[src/rtl/id_pkg.sv]
// Shared types for the decode-issue stage: decoder control bundle, branch kinds
// and the reset value of the registered control.
package id_pkg;

    typedef enum logic [3:0] {
        BR_NONE,
        BR_J,
        BR_JAL,
        BR_JR,
        BR_JALR,
        BR_BEQ,
        BR_BNE,
        BR_BGTZ,
        BR_BLEZ,
        BR_BLTZ,
        BR_BGEZ
    } br_type_e;

    typedef struct packed {
        logic [7:0]  aluop;
        logic [2:0]  alusel;
        logic        wreg;
        logic [4:0]  wd;
        logic        rs_read;
        logic        rt_read;
        logic [31:0] imm;
        br_type_e    br_type;
    } id_ctrl_t;

    localparam id_ctrl_t INIT_CTRL = id_ctrl_t'('0);

    function automatic logic is_branch(br_type_e t);
        return t != BR_NONE;
    endfunction

    function automatic logic is_link(br_type_e t);
        return (t == BR_JAL) || (t == BR_JALR);
    endfunction

endpackage

[src/rtl/id_branch_unit.sv]
// Combinational branch resolver working on already-bypassed operands.
// inst_idx carries inst[25:0]; its low 16 bits are the conditional offset.
module id_branch_unit
    import id_pkg::*;
#(
    parameter int DATA_W = 32
) (
    input  logic [DATA_W-1:0] rs_val,
    input  logic [DATA_W-1:0] rt_val,
    input  logic [31:0]       pc,
    input  logic [25:0]       inst_idx,
    input  br_type_e          br_type,
    output logic              taken,
    output logic [31:0]       target
);

    logic [31:0] pc_plus4;
    logic [31:0] br_off;
    logic        rs_neg;
    logic        rs_zero;

    assign pc_plus4 = pc + 32'd4;
    assign br_off   = {{14{inst_idx[15]}}, inst_idx[15:0], 2'b00};
    assign rs_neg   = rs_val[DATA_W-1];
    assign rs_zero  = (rs_val == '0);

    always_comb begin
        taken  = 1'b0;
        target = pc_plus4 + br_off;
        case (br_type)
            BR_J, BR_JAL: begin
                taken  = 1'b1;
                target = {pc_plus4[31:28], inst_idx, 2'b00};
            end
            BR_JR, BR_JALR: begin
                taken  = 1'b1;
                target = 32'(rs_val);
            end
            BR_BEQ:  taken = (rs_val == rt_val);
            BR_BNE:  taken = (rs_val != rt_val);
            BR_BGTZ: taken = ~rs_neg & ~rs_zero;
            BR_BLEZ: taken = rs_neg | rs_zero;
            BR_BLTZ: taken = rs_neg;
            BR_BGEZ: taken = ~rs_neg;
            default: taken = 1'b0;
        endcase
    end

endmodule

[src/rtl/id_issue_stage.sv]
// Decode-issue stage: bypassed operand select, load-use stall, branch resolve,
// and a registered ID/EX boundary with valid/ready on both sides.
module id_issue_stage
    import id_pkg::*;
#(
    parameter int NUM_FWD = 3,
    parameter int DATA_W  = 32
) (
    input  logic                      clk,
    input  logic                      rst,
    input  logic                      in_valid_i,
    output logic                      in_ready_o,
    input  logic [31:0]               pc_i,
    input  logic [31:0]               inst_i,
    input  id_ctrl_t                  dec_i,
    input  logic [DATA_W-1:0]         rf_rdata1_i,
    input  logic [DATA_W-1:0]         rf_rdata2_i,
    input  logic [NUM_FWD-1:0]        fwd_we_i,
    input  logic [NUM_FWD-1:0]        fwd_load_i,
    input  logic [NUM_FWD*5-1:0]      fwd_waddr_i,
    input  logic [NUM_FWD*DATA_W-1:0] fwd_wdata_i,
    input  logic                      flush_i,
    output logic                      out_valid_o,
    input  logic                      out_ready_i,
    output id_ctrl_t                  ctrl_o,
    output logic [DATA_W-1:0]         reg1_o,
    output logic [DATA_W-1:0]         reg2_o,
    output logic                      in_delay_slot_o,
    output logic                      branch_flag_o,
    output logic [31:0]               branch_to_addr_o,
    output logic [31:0]               stall_cnt_o
);

    logic [4:0]        rs_addr;
    logic [4:0]        rt_addr;
    logic [DATA_W-1:0] rs_fwd;
    logic [DATA_W-1:0] rt_fwd;
    logic              rs_ld;
    logic              rt_ld;
    logic [DATA_W-1:0] op1;
    logic [DATA_W-1:0] op2;
    logic              hazard;
    logic              fire;
    logic              br_taken;
    logic              ds;

    assign rs_addr = inst_i[25:21];
    assign rt_addr = inst_i[20:16];

    // Chain runs oldest source first so the last stage (source 0) wins.
    for (genvar k = 0; k < NUM_FWD; k++) begin : g_byp
        localparam int SRC = NUM_FWD - 1 - k;
        logic [DATA_W-1:0] rs_prev, rt_prev, rs_val, rt_val;
        logic              rs_ld_prev, rt_ld_prev, rs_ld_val, rt_ld_val;
        logic              rs_hit, rt_hit;

        if (k == 0) begin : g_base
            assign rs_prev    = rf_rdata1_i;
            assign rt_prev    = rf_rdata2_i;
            assign rs_ld_prev = 1'b0;
            assign rt_ld_prev = 1'b0;
        end else begin : g_link
            assign rs_prev    = g_byp[k-1].rs_val;
            assign rt_prev    = g_byp[k-1].rt_val;
            assign rs_ld_prev = g_byp[k-1].rs_ld_val;
            assign rt_ld_prev = g_byp[k-1].rt_ld_val;
        end

        assign rs_hit    = fwd_we_i[SRC] && (fwd_waddr_i[SRC*5 +: 5] == rs_addr);
        assign rt_hit    = fwd_we_i[SRC] && (fwd_waddr_i[SRC*5 +: 5] == rt_addr);
        assign rs_val    = rs_hit ? fwd_wdata_i[SRC*DATA_W +: DATA_W] : rs_prev;
        assign rt_val    = rt_hit ? fwd_wdata_i[SRC*DATA_W +: DATA_W] : rt_prev;
        assign rs_ld_val = rs_hit ? fwd_load_i[SRC] : rs_ld_prev;
        assign rt_ld_val = rt_hit ? fwd_load_i[SRC] : rt_ld_prev;
    end

    assign rs_fwd = g_byp[NUM_FWD-1].rs_val;
    assign rt_fwd = g_byp[NUM_FWD-1].rt_val;
    assign rs_ld  = g_byp[NUM_FWD-1].rs_ld_val;
    assign rt_ld  = g_byp[NUM_FWD-1].rt_ld_val;

    always_comb begin
        op1 = rs_fwd;
        op2 = rt_fwd;
        if (!dec_i.rs_read)      op1 = DATA_W'(dec_i.imm);
        else if (rs_addr == '0)  op1 = '0;
        if (!dec_i.rt_read)      op2 = DATA_W'(dec_i.imm);
        else if (rt_addr == '0)  op2 = '0;
    end

    assign hazard = (dec_i.rs_read && (rs_addr != '0) && rs_ld) ||
                    (dec_i.rt_read && (rt_addr != '0) && rt_ld);

    assign in_ready_o    = ~rst & ~hazard & (~out_valid_o | out_ready_i);
    assign fire          = in_valid_i & in_ready_o;
    assign branch_flag_o = fire & br_taken & ~flush_i;

    id_branch_unit #(.DATA_W(DATA_W)) u_branch (
        .rs_val   (op1),
        .rt_val   (op2),
        .pc       (pc_i),
        .inst_idx (inst_i[25:0]),
        .br_type  (dec_i.br_type),
        .taken    (br_taken),
        .target   (branch_to_addr_o)
    );

    always_ff @(posedge clk or posedge rst) begin
        if (rst) begin
            out_valid_o     <= 1'b0;
            ctrl_o          <= INIT_CTRL;
            reg1_o          <= '0;
            reg2_o          <= '0;
            in_delay_slot_o <= 1'b0;
            ds              <= 1'b0;
            stall_cnt_o     <= '0;
        end else begin
            if (flush_i) begin
                out_valid_o <= 1'b0;
                ds          <= 1'b0;
            end else if (fire) begin
                out_valid_o     <= 1'b1;
                ctrl_o          <= dec_i;
                reg1_o          <= is_link(dec_i.br_type) ? DATA_W'(pc_i + 32'd8) : op1;
                reg2_o          <= op2;
                in_delay_slot_o <= ds;
                ds              <= is_branch(dec_i.br_type);
            end else if (out_ready_i) begin
                out_valid_o <= 1'b0;
            end
            if (in_valid_i && hazard && (stall_cnt_o != '1))
                stall_cnt_o <= stall_cnt_o + 32'd1;
        end
    end

endmodule

[config.mk]
export PLATFORM = sky130hd
export DESIGN_NAME = id_issue_stage
export DESIGN_NICKNAME = d
export VERILOG_FILES = /design/src/rtl/id_pkg.sv /design/src/rtl/id_branch_unit.sv /design/src/rtl/id_issue_stage.sv
export SDC_FILE = /design/constraint.sdc
export NUM_CORES = 1
export LEC_CHECK = 0
export BUFFER_PORTS_ARGS = -buffer_cell sky130_fd_sc_hd__buf_4
export CAP_MARGIN = 0
export CELL_PAD_IN_SITES_DETAIL_PLACEMENT = 1
export CELL_PAD_IN_SITES_GLOBAL_PLACEMENT = 1
export CORE_AREA = 2 2 191 193
export DETAILED_ROUTE_END_ITERATION = 10
export DIE_AREA = 0 0 193 195
export PLACE_DENSITY = 0.8
export SLEW_MARGIN = 30
export SYNTH_ARGS = -nofsm -noshare
export SYNTH_HDL_FRONTEND = slang
export SYNTH_SLANG_ARGS = --single-unit
[constraint.sdc]
create_clock -name clk -period 10.7 [get_ports clk]
set_input_delay 1.605 -clock clk [delete_from_list [all_inputs] [get_ports clk]]
set_output_delay 1.605 -clock clk [all_outputs]
set_load 0.02 [all_outputs]
---- Yosys cells after proc, flatten, opt, wreduce, memory -nomap -nowiden ----
Cells that the tools add are included.
operators by class
  add/subtract/negate cells ............... 4
  multiply operators ...................... 0
  div/mod/pow operators ................... 0
  magnitude comparators ................... 0
  equality and inequality tests ........... 19
  shifts and indexed selects .............. 0
  multiplexer cells ....................... 24
  bitwise logic cells ..................... 14
  reductions and logical operators ........ 26
operators by type and width
  operator               count
  $mux 32                11
  $pmux 32 s2            1
  $add 32x1->32 const B  1
  $add 32x3->32 const B  1
  $add 32x32->32         1
  $add 32x4->32 const B  1
  $eq 32x32->1           1
  $logic_not 32->1       1
  $ne 32x32->1           1
  $ne 32x32->1 const B   1
  $eq 5x5->1             6
  $eq 4x3->1 const B     4
  $eq 4x4->1 const B     3
  $logic_and 1x1->1      12
  $mux 1                 11
  $logic_not 5->1        2
  $reduce_bool 5->1      2
  $eq 4x2->1 const B     2
  $pmux 1 s7             1
  $and 1x1->1            6
  $not 1->1              6
  $eq 4x1->1 const B     1
  $reduce_bool 4->1      1
  $reduce_or 2->1        2
  other kinds (6)        8
word-level totals
  bits in registers ....................... 154
  bits in latches ......................... 0
  memory bits (writable) .................. 0
  bits in read-only memories .............. 0
  memories ................................ 0

---- Depth between registers and ports, before layout ----
  word-level depth ........................ 13
  mapped depth ............................ 19

---- Cells and area by module ----
A second synthesis with hierarchy kept.
unflattened totals
  cells, all modules ...................... 1560
  area, all modules ....................... 13583.0 µm²
modules (own cells, without submodules)
  module          times used  cells each  area each (µm²)  seq. area each (µm²)
  id_issue_stage  1           1114        10408.7          3853.7
  id_branch_unit  1           446         3174.3           0.0

---- Least setup slack after synthesis ----
Ideal clock, no wire load.
  path kind ............................... in2out
  start point ............................. in rst
  end point ............................... out branch_flag_o
  data arrival time ....................... 6.761 ns
  slack ................................... 2.334 ns
  stages .................................. 8
  path buffers ............................ 1
  path through ............................ inv_1 -> and2_1 -> o2111ai_2 -> or2_1 -> buf_2 -> a2111oi_2 -> and4b_1 -> nor4_2
on the way
  word-level cells in the longest chain between the ends .. 6
ends and longest elaborated chain
  what                       line                  source
  from (decl)                id_issue_stage.sv:10  input logic rst,
  $not 1->1                  id_issue_stage.sv:94  assign in_ready_o = ~rst & ~hazard & (~out_valid_o | out_ready_i);
  $and 1x1->1 (2 in series)  id_issue_stage.sv:94
  $and 1x1->1                id_issue_stage.sv:95  assign fire = in_valid_i & in_ready_o;
  $and 1x1->1 (2 in series)  id_issue_stage.sv:96  assign branch_flag_o = fire & br_taken & ~flush_i;
  to (decl)                  id_issue_stage.sv:29  output logic branch_flag_o,
Every way passes these cells.

---- Worst setup path in the final report ----
  start point ............................. in pc_i[4]
  end point ............................... out branch_to_addr_o[28]
on the way
  word-level cells in the longest chain between the ends .. 3
ends and longest elaborated chain
  what             line                  source
  from (decl)      id_issue_stage.sv:13  input logic [31:0] pc_i,
  $add 32x3->32 *  id_branch_unit.sv:22  assign pc_plus4 = pc + 32'd4;
  $add 32x32->32   id_branch_unit.sv:29  target = pc_plus4 + br_off;
  $pmux 32 s2 *    id_branch_unit.sv:30  case (br_type)
  to (decl)        id_issue_stage.sv:30  output logic [31:0] branch_to_addr_o,
Mark *: on every way between the ends. The rest lies on a longest branch, timed or not.

==> impl_metrics.tcl <==
set metrics [dict create \
    initial_core_util_pct 36.7 \
    synth_area_um2 13000 \
    numCtsBuffers 17 \
    cp_common_cell "a21o_1" \
    status "finished clean" \
    place.gp.congestion 0.936 \
    async_flop_share_pct 100 \
    placed_cells 2516 \
    grt_pass1_wl_um 105000 \
    first_iter_violations 1380 \
    cp_data_required_time_ns 9.10 \
    cts_setup_buffers 0 \
    dieArea_um2 37600 \
    grt_setup_unrepaired "false" \
    worstSetupStartpointType "input pin" \
    synth_edf_count 0 \
    power.leakage_nw 8.21 \
    drt-total-wl_um 72800 \
    clk_pin_slew_worst_paths_ns 0.06 \
    die_h_um 195 \
    min_from "reg2_o[29]" \
    clock.fmax_mhz 125 \
    holdPathEnd "reg2_o[29]" \
    syn-num-nets 2000 \
    final_common_cell "buf_4" \
    grt_start_max_net_pins 100 \
    port_buffers 485 \
    crit_arrival_ns 6.38 \
    avgSynthCellArea_um2 7.82 \
    finalHoldViolations 0 \
    hp-class "reg -> reg" \
    hold_depth 2 \
    netlist_instances 1662 \
    vias 15900 \
    finalSetupViolations 0 \
    drv_cap 0 \
    synth_warnings 0 \
    power_mw 2.38 \
    io-pin-count 492 \
    tightest_slew_ns 1.07 \
    hold_slack_ns 0.480 \
    finalMaxSlewViolations 0 \
    nets 2413 \
    synth-seq-cells 154 \
    via_per_inst 6.18 \
    relSlewSlack_pct 28.6 \
    final_cell_mix "502 x buf_4, 327 x nand2_1, 159 x o21ai_0, 154 x dfrtp_1, 110 x xnor2_1" \
    ff2ff_path_depth 10 \
    power_density_nw_per_um2 136 \
    fillers 4391 \
    max_stage_delay_ns 0.48 \
    worstSetupPathType "in -> out" \
    tritoncts "done" \
    antenna_found_initial 19 \
    wl_per_cell_um 28.4 \
    fin_crit_sh_pct 74.6 \
    layout-drive-gt1-share_pct 27.5 \
    num_rows 69 \
    layout.cells.non_filler 2569 \
    cts.htree.levels 4 \
    clk_latency_ns 0.44 \
    syn_to_final_growth_pct 35.1 \
    peakVddDrop_mv 0.0940 \
    r2r_start "stall_cnt_o[8]" \
    post-route-min-period_ns 7.99 \
    drc 0 \
    first_global_vias 16200 \
    dp.final_hpwl_um 57100 \
    fp.dieW_um 193 \
    worstPathMaxFanout 6 \
    seq_area_frac_synth_pct 29.7 \
    end_kind "output pin" \
    cts-root-buf "clkbuf_16" \
    ff2ff_setup_slack_ns 7.38 \
    firstDrtPassIters 6 \
    cts_sinks 154 \
    skew_ns 0.0101 \
    grt.total_usage_pct 37.8 \
    antenna_left 0 \
    core_um2 35400 \
    cts_buffer_depth 2 \
    path_cells "buf_4 > ha_1 > and3_1 > nand4_1 > nor2_1 > nand3_1 > nor2_1 > nand2_1 > xnor2_1 > ha_1 > a21o_1 > a21o_1 > a21o_1 > a21o_1 > a21o_1 > a21o_1 > a221oi_1 > o21ai_0 > a2111oi_0 > or3_1 > buf_4" \
    post_cts_resized 0 \
    slowest_stage "a2111oi_0" \
    grt-ovfl-total 0 \
    synthFlopType "dfrtp_1" \
    hold_buffers 0 \
    reg2reg_to "stall_cnt_o[24]" \
    tns_ns 0 \
    synth_cell_types 78 \
]
cell type report:
| class | instances | area [um2] | area share [%] |
|---|---|---|---|
| inverters | 31 | 121 | 0.691 |
| well taps | 461 | 577 | 3.29 |
| flip-flops and latches | 154 | 3850 | 22.0 |
| clock inverters | 14 | 153 | 0.870 |
| clock buffers | 17 | 425 | 2.42 |
| diodes | 21 | 52.6 | 0.299 |
| multi-input cells | 1367 | 8560 | 48.8 |
| repair buffers | 504 | 3810 | 21.7 |
kinds of logic (layout without fill, tap and decap cells):
logic type / after synthesis / count (layout) / share of synthesized area (%)
AOI/OAI and AO/OA: 487 / 487 / 26.2
xor gates and xnor gates: 164 / 164 / 11.1
adders and majority gates: 33 / 33 / 3.24
buffers and inverters: 141 / 566 / 4.63
DFF: 154 / 154 / 29.7
muxes: 4 / 4 / 0.337
other: 0 / 21 / 0
and+or+nand+nor: 679 / 679 / 24.9
worst max path at each step:
stage               startpoint                   end  slack (ns)  cells past startpoint
floorplan                  rst         branch_flag_o        2.33                      8
global placement       pc_i[4]  branch_to_addr_o[28]        2.87                     21
detailed placement     pc_i[4]  branch_to_addr_o[28]        2.78                     21
CTS                    pc_i[4]  branch_to_addr_o[28]        2.75                     21
global route           pc_i[4]  branch_to_addr_o[30]        2.26                     21
finish                 pc_i[4]  branch_to_addr_o[28]        2.71                     21
flip-flops by register name, summed over array words and instances, names as in the netlist:
signal and flops:
ctrl_o 55, ds 1, in_delay_slot_o 1, out_valid_o 1, reg1_o 32, reg2_o 32, stall_cnt_o 32
stage by stage:
| step | setup slack, ns | instance area [um2] | util [%] |
|---|---|---|---|
| 6_report | 2.71 | 17600 | 49.6 |
| 5_1_grt | 2.26 | 17500 | 49.6 |
| 4_1_cts | 2.75 | 17500 | 49.4 |
| 3_5_place_dp | 2.78 | 16900 | 47.7 |
| 3_3_place_gp | 2.87 | 16900 | 47.7 |
| 2_1_floorplan | 2.33 | 13000 | - |
where the power goes:
group          switching, mW  leakage [nW]  internal, mW
registers             0.0674          1.95         0.677
logic                  0.617          5.98         0.401
clock network          0.288         0.280         0.329
synthesized netlist by cell type (all sizes together), types with 14 or more instances:
master,n,area share (%)
a21oi,25,0.96
nor2,67,2.0
nand2,328,9.5
a22o,14,0.94
a21o,23,1.3
a21boi,16,0.92
a31oi,16,0.77
o221ai,22,1.5
o21ai,162,6.3
buf,37,1.6
a211oi,44,2.5
o211ai,14,0.81
dfrtp,154,30
and3,65,3.1
nand3,59,2.3
xor2,54,3.6
ha,32,3.1
and2,18,0.87
a22oi,39,2.3
inv,31,0.90
nor3,38,1.6
o21a,22,1.3
nand4,40,1.9
clkbuf,73,2.1
xnor2,110,7.4
worst max-delay path: cells and delay by family:
family	cells	cell delay, ns
and+or+nand+nor	7	1.47
adders and majority gates	2	0.54
AOI/OAI and AO/OA	9	2.33
buffers and inverters	2	0.26
xor gates and xnor gates	1	0.19
routing by layer:
layer / vias to the layer above / part of all wire (%) / routed length (um) / track usage, %
met3: 219 / 9.1 / 6630 / 8.99
met1: 7877 / 37 / 27200 / 44.4
met5: - / 0 / 0 / 0
li1: 6908 / - / - / -
met4: 0 / 6.4 / 4680 / 22.0
met2: 879 / 47 / 34400 / 62.7
(Power assumes the default switching activity.)
